--- config.mk ---
export PLATFORM = sky130hd
export DESIGN_NAME = io_handshake_responder
export DESIGN_NICKNAME = d
export VERILOG_FILES = /design/src/rtl/io_handshake_responder.sv
export SDC_FILE = /design/constraint.sdc
export NUM_CORES = 1
export LEC_CHECK = 0
export BUFFER_PORTS_ARGS = -buffer_cell sky130_fd_sc_hd__buf_2
export CAP_MARGIN = 20
export CORE_ASPECT_RATIO = 0.9
export CORE_UTILIZATION = 38
export CTS_CLUSTER_DIAMETER = 40
export CTS_CLUSTER_SIZE = 30
export DETAILED_ROUTE_END_ITERATION = 7
export PLACE_DENSITY = 0.73
export SYNTH_ARGS = -nofsm -noshare
export SYNTH_HDL_FRONTEND = slang
export SYNTH_SLANG_ARGS = --single-unit
--- constraint.sdc ---
create_clock -name clk -period 1.91 [get_ports clk]
set_input_delay 0.382 -clock clk [delete_from_list [all_inputs] [get_ports clk]]
set_output_delay 0.382 -clock clk [all_outputs]
set_load 0.02 [all_outputs]
--- src/rtl/io_handshake_responder.sv ---
// Peripheral side of the core's stall-on-I/O handshake: holds rdy high while an
// `output`/`input` instruction waits for a debounced confirm press from the user.
module io_handshake_responder #(
  parameter int unsigned DEBOUNCE_CYCLES = 16,
  parameter int unsigned SW_WIDTH        = 16
) (
  input  logic                clk,
  input  logic                reset,
  input  logic                io_out_req,
  input  logic                io_in_req,
  input  logic [31:0]         out_data,
  input  logic [SW_WIDTH-1:0] switches,
  input  logic                btn_confirm,
  output logic                rdy,
  output logic [31:0]         in_data,
  output logic [31:0]         disp_value,
  output logic                disp_valid,
  output logic [15:0]         io_count
);

  localparam int unsigned CntW = (DEBOUNCE_CYCLES > 1) ? $clog2(DEBOUNCE_CYCLES) : 1;
  localparam logic [CntW-1:0] CntMax = CntW'(DEBOUNCE_CYCLES - 1);

  localparam logic [1:0] StIdle    = 2'd0;
  localparam logic [1:0] StOutWait = 2'd1;
  localparam logic [1:0] StInWait  = 2'd2;
  localparam logic [1:0] StDone    = 2'd3;

  logic                btn_sync1_q, btn_sync2_q;
  logic [SW_WIDTH-1:0] sw_sync1_q, sw_sync2_q;
  logic                level_q, level_d;
  logic [CntW-1:0]     db_cnt_q, db_cnt_d;
  logic [CntW-1:0]     rel_cnt_q, rel_cnt_d;
  logic                armed_q, armed_d;
  logic [1:0]          state_q, state_d;
  logic [31:0]         in_data_q, in_data_d;
  logic [31:0]         disp_value_q, disp_value_d;
  logic                disp_valid_q, disp_valid_d;
  logic [15:0]         io_count_q, io_count_d;
  logic                flip;
  logic                press_evt;
  logic                zero_stable;

  // Debounce: count consecutive samples that disagree with the accepted level.
  always_comb begin
    level_d  = level_q;
    db_cnt_d = '0;
    flip     = 1'b0;
    if (btn_sync2_q != level_q) begin
      if (db_cnt_q == CntMax) begin
        flip    = 1'b1;
        level_d = ~level_q;
      end else begin
        db_cnt_d = db_cnt_q + CntW'(1);
      end
    end
  end

  // Arming needs a debounced release, so a button held through reset never counts.
  always_comb begin
    rel_cnt_d = rel_cnt_q;
    if (btn_sync2_q) begin
      rel_cnt_d = '0;
    end else if (rel_cnt_q != CntMax) begin
      rel_cnt_d = rel_cnt_q + CntW'(1);
    end
    zero_stable = ~btn_sync2_q & (rel_cnt_q == CntMax);
    press_evt   = flip & ~level_q & armed_q;
    armed_d     = press_evt ? 1'b0 : (armed_q | zero_stable);
  end

  always_comb begin
    state_d      = state_q;
    in_data_d    = in_data_q;
    disp_value_d = disp_value_q;
    disp_valid_d = disp_valid_q;
    io_count_d   = io_count_q;
    case (state_q)
      StIdle: begin
        if (io_in_req) begin
          state_d = StInWait;
        end else if (io_out_req) begin
          state_d      = StOutWait;
          disp_value_d = out_data;
          disp_valid_d = 1'b1;
        end
      end
      StOutWait: begin
        if (press_evt) state_d = StDone;
      end
      StInWait: begin
        if (press_evt) begin
          state_d   = StDone;
          in_data_d = 32'(sw_sync2_q);
        end
      end
      StDone: begin
        state_d    = StIdle;
        io_count_d = io_count_q + 16'd1;
      end
      default: state_d = StIdle;
    endcase
  end

  // Zero-latency stall: the core must not advance past an unserved request.
  always_comb begin
    rdy = 1'b0;
    if (!reset) begin
      case (state_q)
        StOutWait, StInWait: rdy = 1'b1;
        StIdle:              rdy = io_in_req | io_out_req;
        default:             rdy = 1'b0;
      endcase
    end
  end

  always_ff @(posedge clk) begin
    if (reset) begin
      btn_sync1_q  <= 1'b0;
      btn_sync2_q  <= 1'b0;
      sw_sync1_q   <= '0;
      sw_sync2_q   <= '0;
      level_q      <= 1'b0;
      db_cnt_q     <= '0;
      rel_cnt_q    <= '0;
      armed_q      <= 1'b0;
      state_q      <= StIdle;
      in_data_q    <= '0;
      disp_value_q <= '0;
      disp_valid_q <= 1'b0;
      io_count_q   <= '0;
    end else begin
      btn_sync1_q  <= btn_confirm;
      btn_sync2_q  <= btn_sync1_q;
      sw_sync1_q   <= switches;
      sw_sync2_q   <= sw_sync1_q;
      level_q      <= level_d;
      db_cnt_q     <= db_cnt_d;
      rel_cnt_q    <= rel_cnt_d;
      armed_q      <= armed_d;
      state_q      <= state_d;
      in_data_q    <= in_data_d;
      disp_value_q <= disp_value_d;
      disp_valid_q <= disp_valid_d;
      io_count_q   <= io_count_d;
    end
  end

  assign in_data    = in_data_q;
  assign disp_value = disp_value_q;
  assign disp_valid = disp_valid_q;
  assign io_count   = io_count_q;

endmodule

==> results of run 1 <==
[kinds of logic (layout without fill, tap and decap cells)]
logic type                 count (synthesis)  count (layout)
and+or+nand+nor                          186             186
DFF                                      111             111
AOI/OAI and AO/OA                         48              48
buffers and inverters                     45             153
muxes                                     19              19
xor gates and xnor gates                  15              15
adders and majority gates                  8               8
other                                      1              16
[layer usage]
metal	vias up	global-route usage, %	part of all wire [%]
met5	-	0	0
met4	0	5.33	1.2
met3	9	4.59	6.3
met2	100	25.4	48
met1	1473	17.2	44
li1	1616	-	-
[layout make-up]
type | instances | area [um^2]
Clock buffer | 9 | 225
Sequential cell | 111 | 2230
Clock inverter | 7 | 63.8
Tap cell | 129 | 161
Multi-Input combinational cell | 292 | 1640
Fill cell | 968 | 5230
Inverter | 6 | 22.5
Timing Repair Buffer | 131 | 718
[through the flow]
step / setup WS (ns) / util, % / hold WS (ns) / cell area (um^2) / std cells
2_1_floorplan: 0.181 / - / 0.414 / 4090 / 448
5_1_grt: 0.00277 / 49.2 / 0.236 / 5060 / 685
6_report: 0.0606 / 49.2 / 0.243 / 5060 / 685
3_3_place_gp: 0.166 / 45.4 / 0.417 / 4670 / 662
3_5_place_dp: 0.0889 / 45.4 / 0.426 / 4670 / 662
4_1_cts: 0.00168 / 48.5 / 0.236 / 4990 / 679
[how the worst max path moves through the flow]
stage / cells past startpoint / end / slack [ns]
after CTS: 5 / rdy / 0.002
after floorplan: 7 / in_data[10] / 0.18
after detailed placement: 5 / in_data[0] / 0.09
final: 5 / rdy / 0.06
after global placement: 5 / in_data[1] / 0.17
after global routing: 5 / rdy / 0.003
[power groups by stage]
| stage | sequential (uW) | clock, uW | combinational [uW] |
|---|---|---|---|
| finish | 2520 | 1790 | 898 |
| global route | 2540 | 1940 | 1000 |
| CTS | 2520 | 1850 | 894 |
| detailed placement | 2580 | 0 | 820 |
| global placement | 2570 | 0 | 791 |
| floorplan | 2670 | 0 | 472 |
[Yosys cell counts]
library cell / n / area [um^2]
nor4_1: 5 / 31.3
or4_1: 2 / 15.0
xor2_1: 4 / 35.0
nand3b_1: 1 / 7.51
o31a_1: 1 / 8.76
xnor2_1: 11 / 96.3
inv_1: 6 / 22.5
o31ai_1: 2 / 15.0
buf_4: 16 / 120
nand3_1: 7 / 35.0
a31oi_1: 1 / 6.26
clkbuf_1: 20 / 75.1
nor3b_1: 1 / 7.51
o21a_1: 1 / 7.51
or4_4: 1 / 11.3
nand3_2: 1 / 10.0
conb_1: 1 / 3.75
buf_12: 1 / 20.0
o21ai_0: 6 / 30.0
ha_1: 8 / 100
nor2b_1: 34 / 213
buf_6: 1 / 11.3
buf_2: 1 / 5.00
and3_2: 1 / 7.51
or3_1: 3 / 18.8
dfxtp_1: 111 / 2220
a2111oi_0: 1 / 8.76
nor2_1: 41 / 154
nand4_1: 5 / 31.3
nand2_1: 73 / 274
nor3_1: 9 / 45.0
a211oi_1: 1 / 7.51
mux2i_1: 19 / 190
nand2b_1: 1 / 6.26
a21oi_1: 35 / 175
and3b_1: 1 / 8.76
[timing repair]
item	4_1_cts	5_1_grt
resized for setup	7	4
pin swaps	1	2
endpoints found under the setup margin	1	9
hold buffers	0	0
gates cloned	0	0
setup buffers	1	6
[state kept, by name, summed over array words and instances, names as in the netlist]
signal and cells:
in_data 16, btn_sync1_q 1, disp_valid 1, db_cnt_q 4, armed_q 1, level_q 1, sw_sync1_q 16, disp_value 32
io_count 16, sw_sync2_q 16, btn_sync2_q 1, rel_cnt_q 4, state_q 2
==> results.md, run 1 <==
- Final HPWL DP: 5710 um
- Crit share post-route: 96.8%
- Worst VDD drop: 698 uV
- CP Capture Type: primary output
- Clock Tree Root: clkbuf_16
- Yosys warns: 0
- Most frequent cells in the layout: buf_2, dfxtp_1, nand2_1
- Unique masters post-synth: 36
- Io pins: 135
- Worst hold path type: input pin to flip-flop
- Mux cell area share after synthesis: 4.71%
- Count of final max-slew check failures: 0
- Post-layout total power: roughly 5200 uW
- Relative slew margins: 56.6%
- Longest Clk Path Bufs: 2
- Startpoint Class: flip-flop
- Antenna viol nets, final: 0
- CTS Sinks: 111
- Main combinational cell family by area after synthesis: simple AND/OR/NAND/NOR gates
- Initial Util: 39.2%
- CP top delay family: flip-flops
- DR pass1 iterations: 4
- Static leakage: 0.00233 uW
- WS Path Type: flip-flop to primary output
- Maximum fanout along the worst path: 4
- Reg2Reg Setup Slack: 0.10 ns
- Core area: 10300 um^2
- Worst Max-Slew Pin Slew: 0.651 ns
- Origin of the critical flop-to-flop path: db_cnt_q[1]
- Worst setup startpoint: state_q[0]
- Clock power share: 34.3%
- Antenna violations before repair: 0
- DIE HEIGHT: 99.8 um
- Comb power frac: 17.2%
- Final setup fails: 0
- Sequential fraction of the synthesis area: 55.1%
- P_sw: approximately 1500 uW
- RSZ-0062 raised after global routing: no
- XOR/XNOR Fraction of Synth Area: 3.25%
- DR vias/cell: between 4 and 5
- # Max-Cap Violations: 0
- Min cycle time layout: 1.85 ns
- Wirelength per Cell: 12.0 um
- First-pass GRT wire length: approximately 13000 um
- CTS tree: yes
- CP Buf/Inv Count: 3
- H-tree depth: 3
- Seq pwr share: 48.5%
- Internal: 3720 uW
- Largest net degree at the start of global routing: a little under 70
- Die span in x: 111 um
- WHS Path Cells: 2
- Post-Synth Adder-Cell Area: 2.48%
- R2r endpoint: in_data[4]
- Worst hold path startpoint: switches[9]
- Slowest stage delay, CP: 0.36 ns
- Nets: 612
- Status: finished, final reports clean
- Crit path DAT: approximately 1.5 ns
- Critical path required time: between 1.5 and 2 ns
- Post-route DRC: 0
- Most common cell after layout, fill and taps aside: buf_2
- Die area: 11000 um^2
- CP cell instances: inv_2 -> ha_4 -> inv_1 -> a211oi_2 -> buf_4
- Gr usage total: 14.7%
- Switching Fraction: 28.6%
- Register bit total from synthesis: 111
- Compound-Gate Fraction of Synth Area: 6.42%
- Num CTS Buffers: 9
- Worst r2r path cells: 6
- GPL Wtd Cong: between 0.7 and 0.8
- DRT Wirelength: 8220 um
- Antenna cells: 0
- Overflow after GRT: 0
- Synthesized netlist cell count: 433
- Final Hold Fails: 0
- Clk_skew: ~0.0079 ns
- FMAX: 0.541 GHz
- # port buffers: about 120
- Cell Rows: 35
- Worst Hold End: sw_sync1_q[9]
- Routed vias: roughly 3200
- Power per cell area: 1030 nW/um^2
- Mapped Avg Cell Area: around 9.3 um^2
- Slowest CP cell: dfxtp_2
- Area delta synth->final: 25.4%
- Area of the mapped netlist: 4040 um^2
- Setup TNS: 0 ns
- Clk slew on worst S/H paths: 0.08 ns
- Vias in the first global route: 2952
- Clock latency on the worst-skew pair: 0.34 ns
- Layout cells sized above 1: 28.4%
- Initial DRC Count: 120
- Synth Area in Simple Gates: roughly 22%
No activity file was read; power rests on OpenSTA's default activity.
==> inputs of run 2 (changes only) <==
--- a/config.mk
+++ b/config.mk
@@ -5,14 +5,14 @@
 export SDC_FILE = /design/constraint.sdc
 export NUM_CORES = 1
 export LEC_CHECK = 0
-export BUFFER_PORTS_ARGS = -buffer_cell sky130_fd_sc_hd__buf_2
 export CAP_MARGIN = 20
 export CORE_ASPECT_RATIO = 0.9
 export CORE_UTILIZATION = 38
 export CTS_CLUSTER_DIAMETER = 40
 export CTS_CLUSTER_SIZE = 30
 export DETAILED_ROUTE_END_ITERATION = 7
-export PLACE_DENSITY = 0.73
+export DONT_BUFFER_PORTS = 1
+export PLACE_DENSITY = 0.62
 export SYNTH_ARGS = -nofsm -noshare
 export SYNTH_HDL_FRONTEND = slang
 export SYNTH_SLANG_ARGS = --single-unit
==> run 2 against run 1 <==
  * Clock skew is 0.0023 ns lower
  * Critical endpoint unchanged
  * Sequential cell count stayed put
  * Worst setup slack better by 0.022 ns
==> results.md, run 2 (same netlist as run 1, synthesis figures left out) <==
- Status: finished, final reports clean (unchanged)
- Vias in the first global route: 2599 (was 2952)
- First-pass GRT wire length: 12200 um (was 13100 um)
- Count of final max-slew check failures: 0 (unchanged)
- CTS tree: yes (unchanged)
- DR pass1 iterations: 5 (was 4)
- H-tree depth: 3 (unchanged)
- FMAX: 0.547 GHz (was 0.541 GHz)
- Worst VDD drop: 695 uV (was 698 uV)
- Crit path DAT: 1.45 ns (was 1.47 ns)
- CP Capture Type: primary output (unchanged)
- Routed vias: 2732 (was 3198)
- Met1 usage: 16.5% (was 17.2%)
- Final Hold Fails: 0 (unchanged)
- Routing usage on met2: 22.0% (was 25.4%)
- Post-route DRC: 0 (unchanged)
- # port buffers: 0 (was 118)
- Dpl ws: 0.146 ns (was 0.0889 ns)
- WS Path Type: flip-flop to primary output (unchanged)
- Antenna viol nets, final: 0 (unchanged)
- DR vias/cell: 4.81 (was 4.67)
- Static leakage: 0.00177 uW (was 0.00233 uW)
- Largest net degree at the start of global routing: 114 (was 69)
- Wirelength per Cell: 13.3 um (was 12.0 um)
- Worst hold path type: input pin to flip-flop (unchanged)
- Layout cells sized above 1: 9.11% (was 28.4%)
- GPL Wtd Cong: 0.767 (was 0.711)
- Slowest CP cell: dfxtp_2 (unchanged)
- Initial DRC Count: 172 (was 120)
- Slowest stage delay, CP: 0.35 ns (was 0.36 ns)
- DIE HEIGHT: 99.8 um (unchanged)
- Core area: 10300 um^2 (unchanged)
- Clock Tree Root: clkbuf_16 (unchanged)
- CP cell instances: inv_2 -> ha_4 -> inv_1 -> a211oi_2 -> buf_4 (unchanged)
- # Max-Cap Violations: 0 (unchanged)
- DRT Wirelength: 7540 um (was 8220 um)
- Longest Clk Path Bufs: 2 (unchanged)
- Nets: 496 (was 612)
- Layout Utilization: 43.4% (was 49.2%)
- Initial Util: 39.2% (unchanged)
- Hold buffers post-CTS: 0 (unchanged)
- Cell Rows: 35 (unchanged)
- Num CTS Buffers: 9 (unchanged)
- CP top delay family: flip-flops (unchanged)
- Clock latency on the worst-skew pair: 0.34 ns (about the same)
- GRT busiest layer: met2 (unchanged)
- Startpoint Class: flip-flop (unchanged)
- Die span in x: 111 um (unchanged)
- CP Buf/Inv Count: 3 (unchanged)
- Setup TNS: 0 ns (unchanged)
- Final setup fails: 0 (unchanged)
- Clk slew on worst S/H paths: 0.07 ns (was 0.08 ns)
- RSZ-0062 raised after global routing: no (unchanged)
- Crit share post-route: 95.7% (was 96.8%)
- Die area: 11000 um^2 (unchanged)
- Post-route setup slack: 0.0828 ns (was 0.0606 ns)
- Most frequent cells in the layout: dfxtp_1, nand2_1, nor2_1 (was buf_2, dfxtp_1, nand2_1)
- Antenna violations before repair: 0 (unchanged)
- Met3 Use GR: 5.74% (was 4.59%)
- Area delta synth->final: 10.6% (was 25.4%)
- Critical path required time: 1.53 ns (about the same)
- Final HPWL DP: 5060 um (was 5710 um)
- Min cycle time layout: 1.83 ns (was 1.85 ns)
- Clk_skew: 0.00551 ns (was 0.00786 ns)
- Io pins: 135 (unchanged)
- Max reg flops: 32 (unchanged)
- Power per cell area: 1160 nW/um^2 (was 1030 nW/um^2)
- Maximum fanout along the worst path: 4 (unchanged)
- CTS Sinks: 111 (unchanged)
- Overflow after GRT: 0 (unchanged)
- Gr usage total: 13.9% (was 14.7%)
- Most common cell after layout, fill and taps aside: dfxtp_1 (was buf_2)
- Antenna cells: 0 (unchanged)
[run 2: worst paths after layout]
kind | from | end | slack [ns] | cells past startpoint
setup / recovery | state_q[0] | rdy | 0.08 | 5
hold / removal | reset | rel_cnt_q[3] | 0.12 | 1
hold reg to reg | sw_sync1_q[12] | sw_sync2_q[12] | 0.43 | 1
setup reg to reg | db_cnt_q[0] | in_data[11] | 0.14 | 5
[run 2: timing repair]
item                       in CTS  in global routing
resized for setup               5                  2
buffers inserted                1                  0
setup endpoints to repair       1                  2
[run 2: per-layer routing]
layer / vias to the layer above / routed length (um)
li1: 1383 / -
met2: 102 / 3500
met4: 0 / 84
met5: - / 0
met3: 7 / 668
met1: 1240 / 3290
[run 2: final cells by class]
type                            count  area (um^2)
Clock buffer                        9          225
Clock inverter                      6         81.3
Fill cell                        1009         5830
Inverter                            6         22.5
Multi-Input combinational cell    292         1640
Sequential cell                   111         2220
Tap cell                          129          161
Timing Repair Buffer               15          113
[run 2: power by group]
part | switching, uW | internal (uW) | total, uW
clock network | 872 | 1040 | 1910
registers | 176 | 2450 | 2630
logic | 367 | 263 | 629
[run 2: per-stage QoR]
stage / area [um^2] / cells / total power (uW) / hold slack [ns]
global route: 4460 / 568 / 5410 / 0.0836
floorplan: 4090 / 448 / 3140 / 0.414
CTS: 4460 / 568 / 5240 / 0.0809
finish: 4460 / 568 / 5170 / 0.120
detailed placement: 4130 / 552 / 3250 / 0.420
global placement: 4130 / 552 / 3210 / 0.419
==> inputs of run 3 (changes only) <==
==> constraint.sdc (replaced) <==
create_clock -name clk -period 2.26 [get_ports clk]
set_input_delay 0.452 -clock clk [delete_from_list [all_inputs] [get_ports clk]]
set_output_delay 0.452 -clock clk [all_outputs]
set_load 0.02 [all_outputs]
==> run 3 against run 2 <==
  * Core utilization down 0.96 points
  * Wire length down 0.69%
  * Sequential cell count unchanged
  * Critical path depth unchanged
  * Clock power down 21%
  * Total power down 19%
  * Via count down 0.26%
  * Combinational power down 30%
  * Largest cell class unchanged
==> results.md, run 3 (same netlist as run 1, synthesis figures left out) <==
- Final Hold Fails: 0 (unchanged)
- Critical path required time: 1.81 ns (was 1.53 ns)
- First-pass GRT wire length: 12000 um (was 12200 um)
- Power per cell area: 958 nW/um^2 (was 1160 nW/um^2)
- # port buffers: 0 (unchanged)
- Final setup fails: 0 (unchanged)
- Crit share post-route: 89.9%
- WS Path Type: flip-flop to primary output (unchanged)
- Area delta synth->final: 8.15% (was 10.6%)
- Crit path DAT: 1.58 ns (was 1.45 ns)
- Min cycle time layout: 2.03 ns
- Layout cells sized above 1: 5.79% (was 9.11%)
- CP Capture Type: primary output (unchanged)
- Die span in x: 111 um (unchanged)
- Initial Util: 39.2% (unchanged)
- Longest Clk Path Bufs: 2 (unchanged)
- Clk_skew: 0.00814 ns (was 0.00551 ns)
- GPL Wtd Cong: 0.738 (was 0.767)
- Most frequent cells in the layout: dfxtp_1, nand2_1, nor2_1 (unchanged)
- Overflow after GRT: 0 (unchanged)
- DR vias/cell: 4.86 (was 4.81)
- Post-route DRC: 0 (unchanged)
- Antenna viol nets, final: 0 (unchanged)
- DRT Wirelength: 7490 um (was 7540 um)
- # Max-Cap Violations: 0 (unchanged)
- Startpoint Class: flip-flop (unchanged)
- Clk slew on worst S/H paths: 0.07 ns (about the same)
- Static leakage: 0.00172 uW (was 0.00177 uW)
- Maximum fanout along the worst path: 4 (unchanged)
- CTS Sinks: 111 (unchanged)
- DR pass1 iterations: 4 (was 5)
- RSZ-0062 raised after global routing: no (unchanged)
- Io pins: 135 (unchanged)
- Hold buffers post-CTS: 0 (unchanged)
- Filler cell count: 1035 (was 1009)
- Antenna cells: 0 (unchanged)
- Gr usage total: 13.8% (was 13.9%)
- Antenna violations before repair: 0 (unchanged)
- Vias in the first global route: 2556 (was 2599)
- Core area: 10300 um^2 (unchanged)
- Max reg flops: 32 (unchanged)
- Post-route setup slack: 0.228 ns (was 0.0828 ns)
- Worst hold path type: input pin to flip-flop (unchanged)
- CTS tree: yes (unchanged)
- Wirelength per Cell: 13.3 um (about the same)
- DIE HEIGHT: 99.8 um (unchanged)
- Setup TNS: 0 ns (unchanged)
- Clock latency on the worst-skew pair: 0.34 ns (about the same)
- Most common cell after layout, fill and taps aside: dfxtp_1 (unchanged)
- FMAX: around 0.49 GHz
- Post-CTS Setup Bufs: 0 (was 1)
- Die area: 11000 um^2 (unchanged)
- Gates resized, CTS repair: 0 (was 5)
- Dpl ws: 0.453 ns (was 0.146 ns)
- Final HPWL DP: 4960 um (was 5060 um)
- Num CTS Buffers: 9 (unchanged)
- Cell Rows: 35 (unchanged)
- Clock Tree Root: clkbuf_16 (unchanged)
- Count of final max-slew check failures: 0 (unchanged)
- Worst VDD drop: 563 uV (was 695 uV)
- H-tree depth: 3 (unchanged)
- Largest net degree at the start of global routing: 114 (unchanged)
- Status: finished, final reports clean (unchanged)
- Routed vias: 2725 (was 2732)
- Initial DRC Count: 103 (was 172)
- Nets: 488 (was 496)
[run 3: changes by cell type in the layout (fill, tap and decap cells not counted), sizes merged]
cell and delta:
buf -8, inv +1, bufinv -1, clkinv +1, clkinvlp -1, clkbuf +1
[run 3: worst paths after layout]
| path | start | end | slack, ns | cells after the start |
|---|---|---|---|---|
| worst max-delay path | state_q[1] | rdy | 0.23 | 5 |
| worst min-delay path | reset | btn_sync1_q | 0.18 | 1 |
| worst max register to register | db_cnt_q[0] | in_data[10] | 0.46 | 5 |
| worst min register to register | sw_sync1_q[10] | sw_sync2_q[10] | 0.44 | 1 |
[run 3: where the power goes]
part,switching [uW],internal [uW],total [uW]
logic,272,171,443
registers,156,2070,2230
clock network,738,776,1510
[run 3: area by class of cell]
| type | instances | area, um^2 | share of cell area, % |
|---|---|---|---|
| Sequential cell | 111 | 2220 | 50.9 |
| Multi-Input combinational cell | 292 | 1620 | 37.0 |
| Clock buffer | 10 | 229 | 5.25 |
| Tap cell | 129 | 161 | 3.70 |
| Clock inverter | 6 | 61.3 | 1.40 |
| Timing Repair Buffer | 7 | 52.6 | 1.20 |
| Inverter | 6 | 22.5 | 0.516 |
[run 3: routing by layer]
layer  track usage, %  up-vias  wire [um]  share of wire [%]
met5                0        -          0                  0
met4             5.54        0        101                1.3
met3             6.04        8        595                7.9
met2             22.5      100       3370                 45
met1             16.1     1248       3420                 46
li1                 -     1369          -                  -
[run 3: per-stage QoR]
step,util [%],hold slack (ns),area (um^2),power (uW),std cells
2_1_floorplan,-,0.414,4090,2650,448
6_report,42.4,0.180,4370,4180,561
5_1_grt,42.4,0.151,4370,4410,561
3_5_place_dp,39.6,0.422,4080,2720,545
3_3_place_gp,39.6,0.418,4080,2700,545
4_1_cts,42.4,0.157,4370,4260,561
[run 3: worst max-delay path: stages (launching register included)]
cell      delay (ns)
dfxtp_1         0.38
inv_1           0.10
ha_1            0.32
inv_1           0.06
a211oi_1        0.20
buf_4           0.18
